==> src/rtl/density_scheduler.sv <==
// Walks every (i, j) particle pair through the pipelined density kernel and tags results with i.
// Optional DENSITY_SKIP_SELF_EN: the j == i self pair of each row is neither read nor issued.
module density_scheduler #(
  parameter int unsigned N         = 8,
  parameter int unsigned IDX_W     = $clog2(N),
  parameter int unsigned READ_LAT  = 2,
  parameter int unsigned TAG_DEPTH = 16
) (
  input  logic             clk_in,
  input  logic             rst,
  input  logic             start,
  output logic             pos_rd,
  output logic [IDX_W-1:0] pos_addr,
  input  logic [15:0]      pos_data,
  output logic [15:0]      k_r_i,
  output logic [15:0]      k_r_j,
  output logic             k_valid_in,
  input  logic [15:0]      k_result,
  input  logic             k_valid_out,
  output logic             out_valid,
  output logic [IDX_W-1:0] out_idx,
  output logic [15:0]      out_value,
  output logic             busy,
  output logic             done,
  output logic             err
);
  localparam int unsigned PTR_W = $clog2(TAG_DEPTH);
  localparam int unsigned CNT_W = PTR_W + 1;
  localparam int unsigned LAT_W = $clog2(READ_LAT + 1);
  localparam logic [IDX_W-1:0] LAST_IDX = IDX_W'(N - 1);
  // Every pipe stage except the one returning this cycle.
  localparam logic [READ_LAT-1:0] NOT_TOP = ~(READ_LAT'(1) << (READ_LAT - 1));

  typedef enum logic [2:0] {StIdle, StLoadI, StStream, StFlush, StDrain, StDone} state_e;

  state_e               state_q, state_d;
  logic [IDX_W-1:0]     i_q, i_d, j_q, j_d;
  logic [LAT_W-1:0]     ld_cnt_q, ld_cnt_d;
  logic [READ_LAT-1:0]  rd_pipe_q, ld_pipe_q;
  logic [LAT_W-1:0]     rd_cnt_q;
  logic [15:0]          r_i_q;
  logic [IDX_W-1:0]     tag_mem_q [TAG_DEPTH];
  logic [PTR_W-1:0]     wr_ptr_q, rd_ptr_q;
  logic [CNT_W-1:0]     tag_cnt_q;
  logic                 out_valid_q, err_q;
  logic [IDX_W-1:0]     out_idx_q;
  logic [15:0]          out_value_q;

  logic                 issue, ld_issue, ret, pop_ok, credit_ok, flush_clear;
  logic [IDX_W-1:0]     first_j, last_j, next_j;

`ifdef DENSITY_SKIP_SELF_EN
  assign first_j = (i_q == '0) ? IDX_W'(1) : '0;
  assign last_j  = (i_q == LAST_IDX) ? IDX_W'(N - 2) : LAST_IDX;
  assign next_j  = ((j_q + IDX_W'(1)) == i_q) ? j_q + IDX_W'(2) : j_q + IDX_W'(1);
`else
  assign first_j = '0;
  assign last_j  = LAST_IDX;
  assign next_j  = j_q + IDX_W'(1);
`endif

  assign ret         = rd_pipe_q[READ_LAT-1];
  assign pop_ok      = k_valid_out && (tag_cnt_q != '0);
  assign credit_ok   = (32'(tag_cnt_q) + 32'(rd_cnt_q)) < 32'(TAG_DEPTH);
  assign flush_clear = (rd_pipe_q & NOT_TOP) == '0;

  assign k_valid_in = ret;
  assign k_r_i      = ret ? r_i_q : '0;
  assign k_r_j      = ret ? pos_data : '0;
  assign out_valid  = out_valid_q;
  assign out_idx    = out_idx_q;
  assign out_value  = out_value_q;
  assign err        = err_q;

  always_comb begin
    state_d  = state_q;
    i_d      = i_q;
    j_d      = j_q;
    ld_cnt_d = ld_cnt_q;
    pos_rd   = 1'b0;
    pos_addr = '0;
    issue    = 1'b0;
    ld_issue = 1'b0;
    busy     = 1'b1;
    done     = 1'b0;
    unique case (state_q)
      StIdle: begin
        busy = 1'b0;
        if (start) begin
          state_d  = StLoadI;
          i_d      = '0;
          ld_cnt_d = '0;
        end
      end
      // The first STREAM read overlaps the cycle r_i arrives from the RAM.
      StLoadI: begin
        pos_addr = i_q;
        pos_rd   = (ld_cnt_q == '0);
        ld_issue = pos_rd;
        if (ld_cnt_q == LAT_W'(READ_LAT - 1)) begin
          state_d = StStream;
          j_d     = first_j;
        end else begin
          ld_cnt_d = ld_cnt_q + LAT_W'(1);
        end
      end
      StStream: begin
        pos_addr = j_q;
        if (credit_ok) begin
          pos_rd = 1'b1;
          issue  = 1'b1;
          if (j_q == last_j) state_d = StFlush;
          else               j_d     = next_j;
        end
      end
      StFlush: begin
        if (flush_clear) begin
          if (i_q == LAST_IDX) begin
            state_d = StDrain;
          end else begin
            state_d  = StLoadI;
            i_d      = i_q + IDX_W'(1);
            ld_cnt_d = '0;
          end
        end
      end
      StDrain: begin
        if (tag_cnt_q == '0) state_d = StDone;
      end
      StDone: begin
        busy    = 1'b0;
        done    = 1'b1;
        state_d = StIdle;
      end
      default: begin
        busy    = 1'b0;
        state_d = StIdle;
      end
    endcase
  end

  always_ff @(posedge clk_in) begin
    if (rst) begin
      state_q     <= StIdle;
      i_q         <= '0;
      j_q         <= '0;
      ld_cnt_q    <= '0;
      rd_pipe_q   <= '0;
      ld_pipe_q   <= '0;
      rd_cnt_q    <= '0;
      r_i_q       <= '0;
      wr_ptr_q    <= '0;
      rd_ptr_q    <= '0;
      tag_cnt_q   <= '0;
      out_valid_q <= 1'b0;
      out_idx_q   <= '0;
      out_value_q <= '0;
      err_q       <= 1'b0;
      for (int k = 0; k < TAG_DEPTH; k++) tag_mem_q[k] <= '0;
    end else begin
      state_q   <= state_d;
      i_q       <= i_d;
      j_q       <= j_d;
      ld_cnt_q  <= ld_cnt_d;
      rd_pipe_q <= (rd_pipe_q << 1) | READ_LAT'(issue);
      ld_pipe_q <= (ld_pipe_q << 1) | READ_LAT'(ld_issue);
      rd_cnt_q  <= rd_cnt_q + LAT_W'(issue) - LAT_W'(ret);
      if (ld_pipe_q[READ_LAT-1]) r_i_q <= pos_data;

      // Returning reads always belong to the current row, so i_q is the right tag.
      if (ret) begin
        tag_mem_q[wr_ptr_q] <= i_q;
        wr_ptr_q            <= wr_ptr_q + PTR_W'(1);
      end
      if (pop_ok) begin
        rd_ptr_q    <= rd_ptr_q + PTR_W'(1);
        out_idx_q   <= tag_mem_q[rd_ptr_q];
        out_value_q <= k_result;
      end
      out_valid_q <= pop_ok;
      case ({ret, pop_ok})
        2'b10:   tag_cnt_q <= tag_cnt_q + CNT_W'(1);
        2'b01:   tag_cnt_q <= tag_cnt_q - CNT_W'(1);
        default: tag_cnt_q <= tag_cnt_q;
      endcase
      if (k_valid_out && (tag_cnt_q == '0)) err_q <= 1'b1;
    end
  end

endmodule

==> config.mk <==
export PLATFORM = sky130hd
export DESIGN_NAME = density_scheduler
export DESIGN_NICKNAME = d
export VERILOG_FILES = /design/src/rtl/density_scheduler.sv
export SDC_FILE = /design/constraint.sdc
export NUM_CORES = 1
export LEC_CHECK = 0
export BUFFER_PORTS_ARGS = -buffer_cell sky130_fd_sc_hd__buf_4
export CAP_MARGIN = 10
export CORE_AREA = 2 2 99 101
export DETAILED_ROUTE_END_ITERATION = 16
export DIE_AREA = 0 0 101 103
export GPL_ROUTABILITY_DRIVEN = 0
export PLACE_DENSITY = 0.91
export RECOVER_POWER = 50
export SETUP_SLACK_MARGIN = 0.02
export SYNTH_ARGS = -nofsm -noshare
export SYNTH_HDL_FRONTEND = slang
export SYNTH_SLANG_ARGS = --single-unit
==> constraint.sdc <==
create_clock -name clk_in -period 8 [get_ports clk_in]
set_input_delay 1.2 -clock clk_in [delete_from_list [all_inputs] [get_ports clk_in]]
set_output_delay 1.2 -clock clk_in [all_outputs]
set_load 0.02 [all_outputs]
==> flow_metrics.env <==
export IMPL_dieArea_sq_um=10400
export IMPL_rsz0062_at_grt="false"
export IMPL_endpoint_kind="flop"
export IMPL_critPathCapture="j_q[0]"
export IMPL_die_h_microns=103
export IMPL_grt_antenna_before_repair=0
export IMPL_ys_async_sr_fraction_pct=0
export IMPL_hp_start="out_value[13]"
export IMPL_area_delta_synth_final_pct=21.9
export IMPL_place_port_buffers=95
export IMPL_syn_avg_cell_area_sq_um=10.6
export IMPL_grt_remaining_overflow=0
export IMPL_cp_max_fo=87
export IMPL_drc=0
export IMPL_ctsHtreeMaxLevel=4
export IMPL_reg2reg_from="tag_cnt_q[1]"
export IMPL_worstPathRequired_ns=8.40
export IMPL_critPathSlowestCell="clkbuf_1"
export IMPL_syn_area_sq_um=5480
export IMPL_firstDrtPassIters=5
export IMPL_clock_skew_ns=0.0124
export IMPL_period_needed_ns=4.51
export IMPL_reg2reg_to="tag_cnt_q[4]"
export IMPL_hold_depth=2
export IMPL_powerDensity_nw_per_um2=234
export IMPL_layout_commonest_cell="buf_4"
export IMPL_period_share_pct=56.4
export IMPL_routed_via_density=5.81
export IMPL_timing_worst_setup_path_type="in2reg"
export IMPL_fin_area_sq_um=6680
export IMPL_max_slew_worst_pin_slew_ns=3.66
export IMPL_route_antenna_remaining_nets=0
export IMPL_rows=36
export IMPL_root_buffer="clkbuf_8"
export IMPL_cts_path_max_buffers=2
export IMPL_fin_setup_tns_ns=0
export IMPL_final_net_count=647
export IMPL_cts_tree="built"
export IMPL_track_usage_pct=24.3
export IMPL_final_layout_size_suffix_gt1_share_pct=21.1
export IMPL_hold_buffers=0
export IMPL_fp_dieW_microns=101
export IMPL_core_area_sq_um=9460
export IMPL_status="finished with violations"
export IMPL_clk_latency_ns=0.51
export IMPL_ir_worst_vdd_mv=0.147
export IMPL_setup_viol_count_final=0
export IMPL_start_util_pct=57.9
export IMPL_synth_seq_area_share_pct=50.8
export IMPL_routed_wl_microns=11900
export IMPL_p_leak_nw=2.87
export IMPL_grt_start_max_net_pins=88
export IMPL_yosys_warnings=0
export IMPL_power_total_mw=1.56
export IMPL_grt_pass1_wl_microns=19500
export IMPL_violations="max-capacitance violations, max-slew violations"
export IMPL_synthCells=518
export IMPL_cp_arrival_ns=4.91
export IMPL_critPathLaunchType="primary input"
export IMPL_hold_path_class="reg2reg"
export IMPL_cts_sinks=115
export IMPL_io_pins=96
export IMPL_synthFlopType="dfxtp_1"
export IMPL_hold_slack_ns=0.454
export IMPL_maxSlewHeadroom_pct=-144
export IMPL_synth_edf_count=48
export IMPL_r2r_cells=10
export IMPL_drtIter0Drc=260
export IMPL_finalHoldViolCount=0
export IMPL_post_cts_buffers=0
export IMPL_cap_viol_max_count=1
export IMPL_fillers=661
export IMPL_final_cell_mix="buf_4 (73), dfxtp_1 (67), and3_1 (51)"
export IMPL_clock_fmax_ghz=0.222
export IMPL_place_area_sq_um=6190
export IMPL_ys_types=50
export IMPL_critPathMaxStageDelay_ns=2.52
export IMPL_path_clk_slew_ns=0.06
export IMPL_startpoint="rst"
export IMPL_post_cts_resized=0
export IMPL_grt_pass1_vias=4124
export IMPL_antenna_cells=0
export IMPL_num_vias=4189
export IMPL_finalMaxSlewViolations=88
export IMPL_dp_hpwl_microns=7650
export IMPL_wl_per_cell_microns=16.5
export IMPL_ys_seq_elements=115
export IMPL_reg2reg_slack_ns=3.90
export IMPL_cp_cell_sequence="clkbuf_1 > nor2_1 > nand3_1 > o22ai_1 > mux2_2"
export IMPL_cts_buffers=17
export IMPL_synth_net_count=571
## state kept, by name, indices dropped and copies added (netlist names), 4 cells and up
register	flops
out_value	16
tag_mem_q	48
wr_ptr_q	4
rd_ptr_q	4
r_i_q	16
tag_cnt_q	5
## critical path: cells and delay by family
family	cells	cell delay (ns)
buf+inv	1	2.52
mux	1	0.45
simple gates	2	0.54
compound gates	1	0.14
## kinds of logic (layout without fill, tap and decap cells)
family                     count (synthesis)  count (layout)  share of synthesized area [%]
AOI/OAI and AO/OA                         78              78                           9.46
xor gates and xnor gates                  12              12                           1.92
adders and majority gates                 17              17                           3.88
buffers and inverters                     51             140                           3.72
DFF                                      115             115                           50.8
muxes                                     36              36                           10.1
and+or+nand+nor                          209             209                           20.1
## cells in the mapped netlist (all sizes together) (3+ instances only)
cell type / count / area share [%]
inv: 10 / 0.69
mux4: 15 / 6.2
nand3: 6 / 0.55
clkbuf: 30 / 2.1
nand2b: 10 / 1.1
a21o: 18 / 2.5
buf: 11 / 0.98
nand2: 47 / 3.2
nor2b: 5 / 0.57
xnor2: 4 / 0.64
dfxtp: 67 / 24
ha: 17 / 3.9
edfxtp: 48 / 26
xor2: 8 / 1.3
nor3: 4 / 0.37
and2: 32 / 3.7
and3: 51 / 5.8
nand3b: 4 / 0.55
a21oi: 31 / 2.8
mux2i: 18 / 3.3
nor2: 37 / 2.5
a22o: 6 / 0.96
o21ai: 7 / 0.71
mux2: 3 / 0.62
## stage by stage
stage | setup slack [ns] | util (%) | cells
after floorplan | 4.42 | - | 518
after global placement | 4.09 | 65.4 | 689
after detailed placement | 3.94 | 65.4 | 689
after CTS | 3.93 | 71.6 | 721
after global routing | 3.08 | 70.6 | 721
final | 3.49 | 70.6 | 721
## layer usage
layer / wire length, microns / global-route usage [%]
met5: 0 / 0
met4: 103 / 7.59
met3: 814 / 6.92
met2: 5820 / 42.2
met1: 5160 / 29.5
## power breakdown
part	internal (mW)	switching, mW	total (mW)
Clock	0.472	0.262	0.734
Combinational	0.0767	0.0826	0.159
Sequential	0.639	0.0321	0.671
## cell type report
| class | instances | area, sq um | share of cell area, % |
|---|---|---|---|
| clock buffer | 18 | 418 | 6.26 |
| clock inverter | 14 | 163 | 2.44 |
| inverter | 10 | 37.5 | 0.562 |
| multi-input combinational | 352 | 2490 | 37.3 |
| sequential | 115 | 2780 | 41.7 |
| tap | 114 | 143 | 2.14 |
| timing repair buffer | 98 | 642 | 9.61 |
## how the worst min path moves through the flow
stage / endpoint
after floorplan: ld_pipe_q[1]
after global placement: out_value[0]
after detailed placement: ld_pipe_q[1]
after CTS: out_value[0]
after global routing: out_value[0]
final: out_value[13]
(Power assumes the default switching activity.)
